===== config.mk =====
export PLATFORM = sky130hd
export DESIGN_NAME = mfp_uart_rx
export DESIGN_NICKNAME = d
export VERILOG_FILES = /design/src/rtl/mfp_uart_rx.sv
export SDC_FILE = /design/constraint.sdc
export NUM_CORES = 1
export LEC_CHECK = 0
export ABC_AREA = 1
export CORE_UTILIZATION = 45
export DETAILED_ROUTE_END_ITERATION = 12
export PLACE_DENSITY = 0.66
export SLEW_MARGIN = 20
export SYNTH_ARGS = -nofsm -noshare
export SYNTH_HDL_FRONTEND = slang
export SYNTH_SLANG_ARGS = --single-unit

===== constraint.sdc =====
create_clock -name HCLK -period 3.25 [get_ports HCLK]
set_input_delay 0.65 -clock HCLK [delete_from_list [all_inputs] [get_ports HCLK]]
set_output_delay 0.65 -clock HCLK [all_outputs]
set_load 0.01 [all_outputs]

===== src/rtl/mfp_uart_rx.sv =====
// mfp_uart_rx: 8N1 serial receiver with 2-flop synchroniser, FWFT byte FIFO and sticky error flags
module mfp_uart_rx #(
    parameter int CLKS_PER_BIT    = 434,
    parameter int FIFO_DEPTH_LOG2 = 4
) (
    input  logic                       HCLK,
    input  logic                       HRESETn,
    input  logic                       UART_RX,
    input  logic                       rd_en,
    input  logic                       clr_err,
    output logic [7:0]                 rd_data,
    output logic                       rx_valid,
    output logic [FIFO_DEPTH_LOG2:0]   rx_count,
    output logic                       overrun,
    output logic                       frame_err
);
    localparam int CW = $clog2(CLKS_PER_BIT);
    localparam logic [CW-1:0] LAST = CW'(CLKS_PER_BIT - 1);
    localparam logic [CW-1:0] HALF = CW'(CLKS_PER_BIT / 2 - 1);
    localparam logic [FIFO_DEPTH_LOG2:0] DEPTH = (FIFO_DEPTH_LOG2 + 1)'(1 << FIFO_DEPTH_LOG2);
    typedef enum logic [2:0] {IDLE, START, DATA, STOP, BREAK} state_t;
    state_t state, next;
    logic rx_meta, rxs;
    logic [CW-1:0] cnt;
    logic [2:0] bit_idx;
    logic [7:0] shreg;
    logic tick, shift, push, ferr_set, pop, wr, ovr_set, full;
    logic [FIFO_DEPTH_LOG2-1:0] wr_ptr, rd_ptr;
    logic [7:0] mem [2**FIFO_DEPTH_LOG2];

    always_ff @(posedge HCLK or negedge HRESETn) begin
        if (!HRESETn) state <= IDLE;
        else state <= next;
    end

    always_comb begin
        next = state;
        case (state)
            IDLE:    next = rxs ? IDLE : START;
            START:   if (cnt == HALF) next = rxs ? IDLE : DATA;
            DATA:    if (tick && bit_idx == 3'd7) next = STOP;
            STOP:    if (tick) next = rxs ? IDLE : BREAK;
            BREAK:   next = rxs ? IDLE : BREAK;
            default: next = IDLE;
        endcase
    end

    always_comb begin
        tick     = cnt == LAST;
        shift    = state == DATA && tick;
        push     = state == STOP && tick && rxs;
        ferr_set = state == STOP && tick && !rxs;
        full     = rx_count == DEPTH;
        pop      = rd_en && rx_valid;
        wr       = push && (!full || pop);
        ovr_set  = push && full && !pop;
    end

    always_ff @(posedge HCLK or negedge HRESETn) begin
        if (!HRESETn) begin
            rx_meta <= 1'b1;
            rxs     <= 1'b1;
            cnt     <= '0;
            bit_idx <= '0;
            shreg   <= '0;
        end else begin
            rx_meta <= UART_RX;
            rxs     <= rx_meta;
            cnt     <= (next != state || tick) ? '0 : cnt + 1'b1;
            bit_idx <= (state == START) ? 3'd0 : shift ? bit_idx + 3'd1 : bit_idx;
            if (shift) shreg <= {rxs, shreg[7:1]};
        end
    end

    // storage needs no reset; rd_data is masked while the FIFO is empty
    always_ff @(posedge HCLK) begin
        if (wr) mem[wr_ptr] <= shreg;
    end

    always_ff @(posedge HCLK or negedge HRESETn) begin
        if (!HRESETn) begin
            wr_ptr    <= '0;
            rd_ptr    <= '0;
            rx_count  <= '0;
            overrun   <= 1'b0;
            frame_err <= 1'b0;
        end else begin
            if (wr) wr_ptr <= wr_ptr + 1'b1;
            if (pop) rd_ptr <= rd_ptr + 1'b1;
            rx_count  <= (wr && !pop) ? rx_count + 1'b1 : (pop && !wr) ? rx_count - 1'b1 : rx_count;
            overrun   <= ovr_set | (overrun & ~clr_err);
            frame_err <= ferr_set | (frame_err & ~clr_err);
        end
    end

    assign rx_valid = |rx_count;
    assign rd_data  = rx_valid ? mem[rd_ptr] : 8'h00;
endmodule


==> results_dict.tcl, run 1 <==
set metrics [dict create \
    outcome "finished, final reports clean" \
    worst-setup-path-type "flop to output port" \
    hpwl_um 10000 \
    holdBufCountCts 0 \
    cts_made_buffers 17 \
    timing.hold.worst.class "input port to async pin" \
    setup_viol 0 \
    synth_area_mm2 0.00729 \
    yosys.area.top_type "edfxtp_1" \
    ioPinCount 21 \
    final_hold_viol_count 0 \
    grt_pass1_wl_um 25400 \
    grt_setup_unrepaired "false" \
    period_needed_ns 3.09 \
    synth-edff-count 128 \
    worst-r2r-setup-slack_ns 0.54 \
    grt_util_all_layers_pct 20.6 \
    fin_worst_skew_ns 0.0147 \
    drtPass1Iterations 5 \
    root_buffer "clkbuf_16" \
    antenna_found_initial 0 \
    crit_path_end "rd_data[2]" \
    synth_cells 677 \
    report.final.slew_viol_count 0 \
    yosysWarningCount 0 \
    synthFlopType "edfxtp_1" \
    startpoint_type "flop" \
    drive_gt1_share_pct 9.28 \
    synth.most_common_cell "nand2_1" \
    fp.dieW_um 129 \
    ff2ff_path_depth 16 \
    ant_nets 0 \
    post_cts_resized 0 \
    r2r-start "cnt[1]" \
    pwr_density_cell_mw_per_mm2 738 \
    die_area_mm2 0.0167 \
    leakagePower_nw 3.51 \
    grt_pass1_vias 4873 \
    syn_to_final_growth_pct 15.5 \
    synth_common_cells "nand2_1 (222), edfxtp_1 (128), nand3_1 (108)" \
    design.core.area_mm2 0.0158 \
    cp_max_fo 17 \
    drtIter0Drc 493 \
    critPathRequiredTime_ns 2.60 \
    synth_nets 697 \
    drt-total-wl_um 15500 \
    synth.area.top_cells "edfxtp_1 (53%), dfrtp_1 (13%), nand2_1 (11%)" \
    stdcell_area_mm2 0.00842 \
    ys_ff_latch 168 \
    setup_tns_ns 0 \
    clk_pin_slew_worst_paths_ns 0.06 \
    drc 0 \
    post_cts_buffers 0 \
    synth_top_area_share_pct 52.7 \
    initial_utilization_pct 46.1 \
    htree_levels 4 \
    viasPerCell 5.13 \
    max_freq_ghz 0.324 \
    startpoint "rd_ptr[2]" \
    antennaDiodeCount 0 \
    worst_slew_pin_slew_ns 0.921 \
    rows 46 \
    cap_viol_max_count 0 \
    yosysSeqAreaShare_pct 66.5 \
    port_buffers 20 \
    cp-end-kind "output port" \
    dieHeight_um 129 \
    gp_congestion 0.842 \
    place_area_mm2 0.00779 \
    cts_tree "done" \
    grt_max_degree 49 \
    wl_per_cell_um 16.5 \
    cp.arrival_ns 2.44 \
    r2r_end "rx_count[4]" \
    ir_worst_vdd_uv 464 \
    synthArstFlopShare_pct 23.8 \
    clock_latency_ns 0.43 \
    ys_types 32 \
    vias 4810 \
    cts.sinks 168 \
    clockBufferDepth 2 \
    fin_nets 729 \
    relSlewSlack_pct 38.6 \
    fin_crit_sh_pct 95.0 \
    gr-total-overflow 0 \
    synth.avg_cell_area_um2 10.8 \
]
[per-layer routing]
| metal | routed length, um | up-vias | GRT usage [%] | share of wire [%] |
|---|---|---|---|---|
| li1 | - | 2345 | - | - |
| met5 | 0 | - | 0 | 0 |
| met4 | 61 | 0 | 6.71 | 0.39 |
| met3 | 793 | 4 | 4.05 | 5.1 |
| met2 | 7660 | 110 | 33.0 | 49 |
| met1 | 6970 | 2351 | 28.2 | 45 |
[through the flow]
stage | hold slack [ns] | util, % | power [mW] | setup WS [ns] | cells
after detailed placement | 0.354 | 49.2 | 4.12 | 0.171 | 906
after CTS | 0.359 | 53.2 | 6.26 | 0.177 | 938
after global routing | 0.364 | 53.2 | 6.52 | 0.0233 | 938
after global placement | 0.346 | 49.2 | 4.09 | 0.235 | 906
final | 0.358 | 53.2 | 6.22 | 0.161 | 938
after floorplan | 0.345 | - | 3.50 | 0.806 | 677
[registers in the layout, indices dropped and copies added (netlist names)]
name,count
mem,128
overrun,1
frame_err,1
shreg,8
rx_meta,1
rxs,1
wr_ptr,4
cnt,9
rx_count,5
rd_ptr,4
bit_idx,3
state,3
[report_power, final]
group / leakage [nW] / switching, mW / internal (mW)
Clock: 0.309 / 0.762 / 1.38
Sequential: 2.00 / 0.0909 / 2.35
Combinational: 1.20 / 1.03 / 0.618
Total: 3.51 / 1.88 / 4.34
[worst max-delay path: stages, from the launching register on]
cell,delay [ns]
dfrtp_1,0.50
clkinv_1,0.51
nand3_1,0.25
nand2_1,0.08
nand2_1,0.09
a21oi_1,0.09
clkdlybuf4s50_1,0.50
[worst min-delay path by stage]
stage | from | slack [ns] | to | cells past startpoint
floorplan | HRESETn | 0.35 | bit_idx[0] | 0
global placement | rx_meta | 0.35 | rxs | 0
detailed placement | rx_meta | 0.35 | rxs | 0
CTS | rx_meta | 0.36 | rxs | 0
global route | rx_meta | 0.36 | rxs | 0
finish | HRESETn | 0.36 | rx_count[0] | 1
[final cells by class]
class                           count  area (um^2)
Fill cell                        1335         7400
Sequential cell                   168         4850
Multi-Input combinational cell    444         2170
Clock buffer                       22          454
Timing Repair Buffer               41          365
Tap cell                          216          270
Clock inverter                     10          174
Inverter                           37          140
[layout by cell type (no fill, tap or decap), types with 10 or more instances in the layout]
| master | synthesis | layout |
|---|---|---|
| edfxtp_1 | 128 | 128 |
| buf_4 | 1 | 20 |
| clkbuf_16 | 0 | 17 |
| a21oi_1 | 13 | 13 |
| xor2_1 | 11 | 11 |
| ha_1 | 14 | 14 |
| dfrtp_1 | 38 | 37 |
| nand2_1 | 222 | 222 |
| nor3_1 | 12 | 12 |
| nor2_1 | 30 | 30 |
| o21ai_0 | 10 | 10 |
| nand3_1 | 108 | 108 |
| clkdlybuf4s50_1 | 0 | 19 |
| inv_1 | 34 | 33 |
[cells by family (layout without fill, tap and decap cells)]
kind of cell             after synthesis  after routing  share of synthesized area, %
flip-flops                           168            168                          66.5
buffers and inverters                 65            110                          3.74
AO/OA/AOI/OAI                         27             27                          1.92
AND/OR/NAND/NOR                      386            386                          23.2
adder cells (fa/ha/maj)               15             15                          2.68
XOR/XNOR                              16             16                          2.03
No activity file was read; power rests on OpenSTA's default activity.
==> run 2, diff against run 1 <==
--- a/config.mk
+++ b/config.mk
@@ -6,9 +6,12 @@
 export NUM_CORES = 1
 export LEC_CHECK = 0
 export ABC_AREA = 1
+export CAP_MARGIN = 20
 export CORE_UTILIZATION = 45
 export DETAILED_ROUTE_END_ITERATION = 12
-export PLACE_DENSITY = 0.66
+export DONT_BUFFER_PORTS = 1
+export PLACE_DENSITY = 0.65
+export SETUP_SLACK_MARGIN = 0.4
 export SLEW_MARGIN = 20
 export SYNTH_ARGS = -nofsm -noshare
 export SYNTH_HDL_FRONTEND = slang
==> results_dict.tcl, run 2 (synthesis gave the netlist of run 1 again) <==
set metrics [dict create \
    dieHeight_um 129 \
    root_buffer "clkbuf_16" \
    cp_cell_sequence "buf_6 > inv_1 > buf_4 > nand3_1 > nand3_1 > nand2_1 > nand2_1 > a21oi_1" \
    cp-end-kind "output port" \
    fin_crit_sh_pct 84.5 \
    top_register "mem" \
    rows 46 \
    drtPass1Iterations 5 \
    slowest_delay_ns 0.43 \
    syn_to_final_growth_pct 12.6 \
    drc 0 \
    worst-setup-path-type "flop to output port" \
    fin_cells 913 \
    clk_pin_slew_worst_paths_ns 0.06 \
    outcome "finished, final reports clean" \
    antenna_found_initial 0 \
    grt_pass1_wl_um 25000 \
    cts.sinks 168 \
    pwr_density_cell_mw_per_mm2 738 \
    port_buffers 0 \
    htree_levels 4 \
    die_area_mm2 0.0167 \
    nFillCells 1377 \
    antennaDiodeCount 0 \
    largest_reg_flops 128 \
    clockBufferDepth 2 \
    cp_max_fo 22 \
    grt_pass1_vias 4748 \
    crit_path_top_delay_cell "dfrtp_1" \
    wl_met3_um 1060 \
    setup_tns_ns 0 \
    cp.arrival_ns 2.10 \
    ant_nets 0 \
    report.final.slew_viol_count 0 \
    leakagePower_nw 3.40 \
    gp_congestion 0.841 \
    ioPinCount 21 \
    setup_viol 0 \
    clock_latency_ns 0.42 \
    seqCellArea_mm2 0.00485 \
    gr-total-overflow 0 \
    whs_ns 0.0669 \
    route.met2.wl_um 7410 \
    viasPerCell 5.34 \
    hpwl_um 9880 \
    final_cell_mix "nand2_1 (222), edfxtp_1 (128), nand3_1 (108)" \
    reg_top3 "mem (128), cnt (9), shreg (8)" \
    drive_gt1_share_pct 9.33 \
    fin_worst_skew_ns 0.00753 \
    timing.hold.worst.class "input port to async pin" \
    wl_met1_um 6900 \
    finalPower_mw 6.06 \
    drtIter0Drc 452 \
    fin_nets 704 \
    startpoint_type "flop" \
    cts_made_buffers 17 \
    dp.cells 878 \
    multiInputGateArea_mm2 0.00219 \
    period_needed_ns 2.75 \
    fp.dieW_um 129 \
    worst_slew_pin_slew_ns 0.828 \
    critPathRequiredTime_ns 2.60 \
    cap_viol_max_count 0 \
    grt_max_degree 67 \
    grt_util_all_layers_pct 20.4 \
    final_common_cell "nand2_1" \
    wl_per_cell_um 17.2 \
    max_freq_ghz 0.364 \
    ir_worst_vdd_uv 447 \
    grt_setup_unrepaired "false" \
    vias 4879 \
    final_hold_viol_count 0 \
    initial_utilization_pct 46.1 \
    relSlewSlack_pct 44.6 \
    cts_tree "done" \
    maxUsedRoutingLayer "met4" \
    drt-total-wl_um 15700 \
    design.core.area_mm2 0.0158 \
]
==> run 2: final timing paths <==
kind / startpoint / slack [ns] / cells after the start / endpoint
min: HRESETn / 0.07 / 0 / rxs
max in group asynchronous: HRESETn / 2.97 / 1 / rd_ptr[0]
min reg2reg: rx_meta / 0.36 / 0 / rxs
max: rd_ptr[1] / 0.50 / 8 / rd_data[2]
max reg2reg: rx_count[1] / 0.69 / 12 / rx_count[4]
min in group HCLK: UART_RX / 0.22 / 0 / rx_meta
==> run 2: repair_timing <==
item / in CTS / in global routing
hold buffers: 1 / 0
pin swaps: 0 / 2
setup buffers: 0 / 2
setup endpoints to repair: 5 / 7
endpoints found under the hold margin: 38 / 0
gates resized for setup: 2 / 5
==> run 2: metal layers <==
metal	vias to the layer above	GRT usage, %
met5	-	0
met4	0	7.06
met3	29	5.33
met2	166	32.6
met1	2388	27.1
li1	2296	-
==> run 2: stage by stage <==
stage	worst slack (ns)	util (%)	instance area [um^2]
global placement	0.636	47.6	7530
detailed placement	0.573	47.6	7530
global route	0.422	51.8	8210
finish	0.504	51.8	8210
CTS	0.405	51.6	8170
floorplan	0.806	-	7290
==> run 2: area by class of cell <==
class,instances,area share [%]
tap,216,3.29
clock inverter,11,2.16
inverter,37,1.71
clock buffer,21,5.37
timing repair buffer,16,1.71
multi-input combinational,444,26.7
sequential,168,59.1
==> run 2: power by group <==
group	internal, mW	switching [mW]
Clock	1.35	0.769
Sequential	2.35	0.102
Combinational	0.458	1.03
Total	4.16	1.90
==> run 2: worst max-delay path: cells and delay by family (launching register included) <==
kind                   cells  cell delay [ns]
AO/OA/AOI/OAI              1             0.32
flip-flops                 1             0.43
buffers and inverters      3             0.52
AND/OR/NAND/NOR            4             0.40
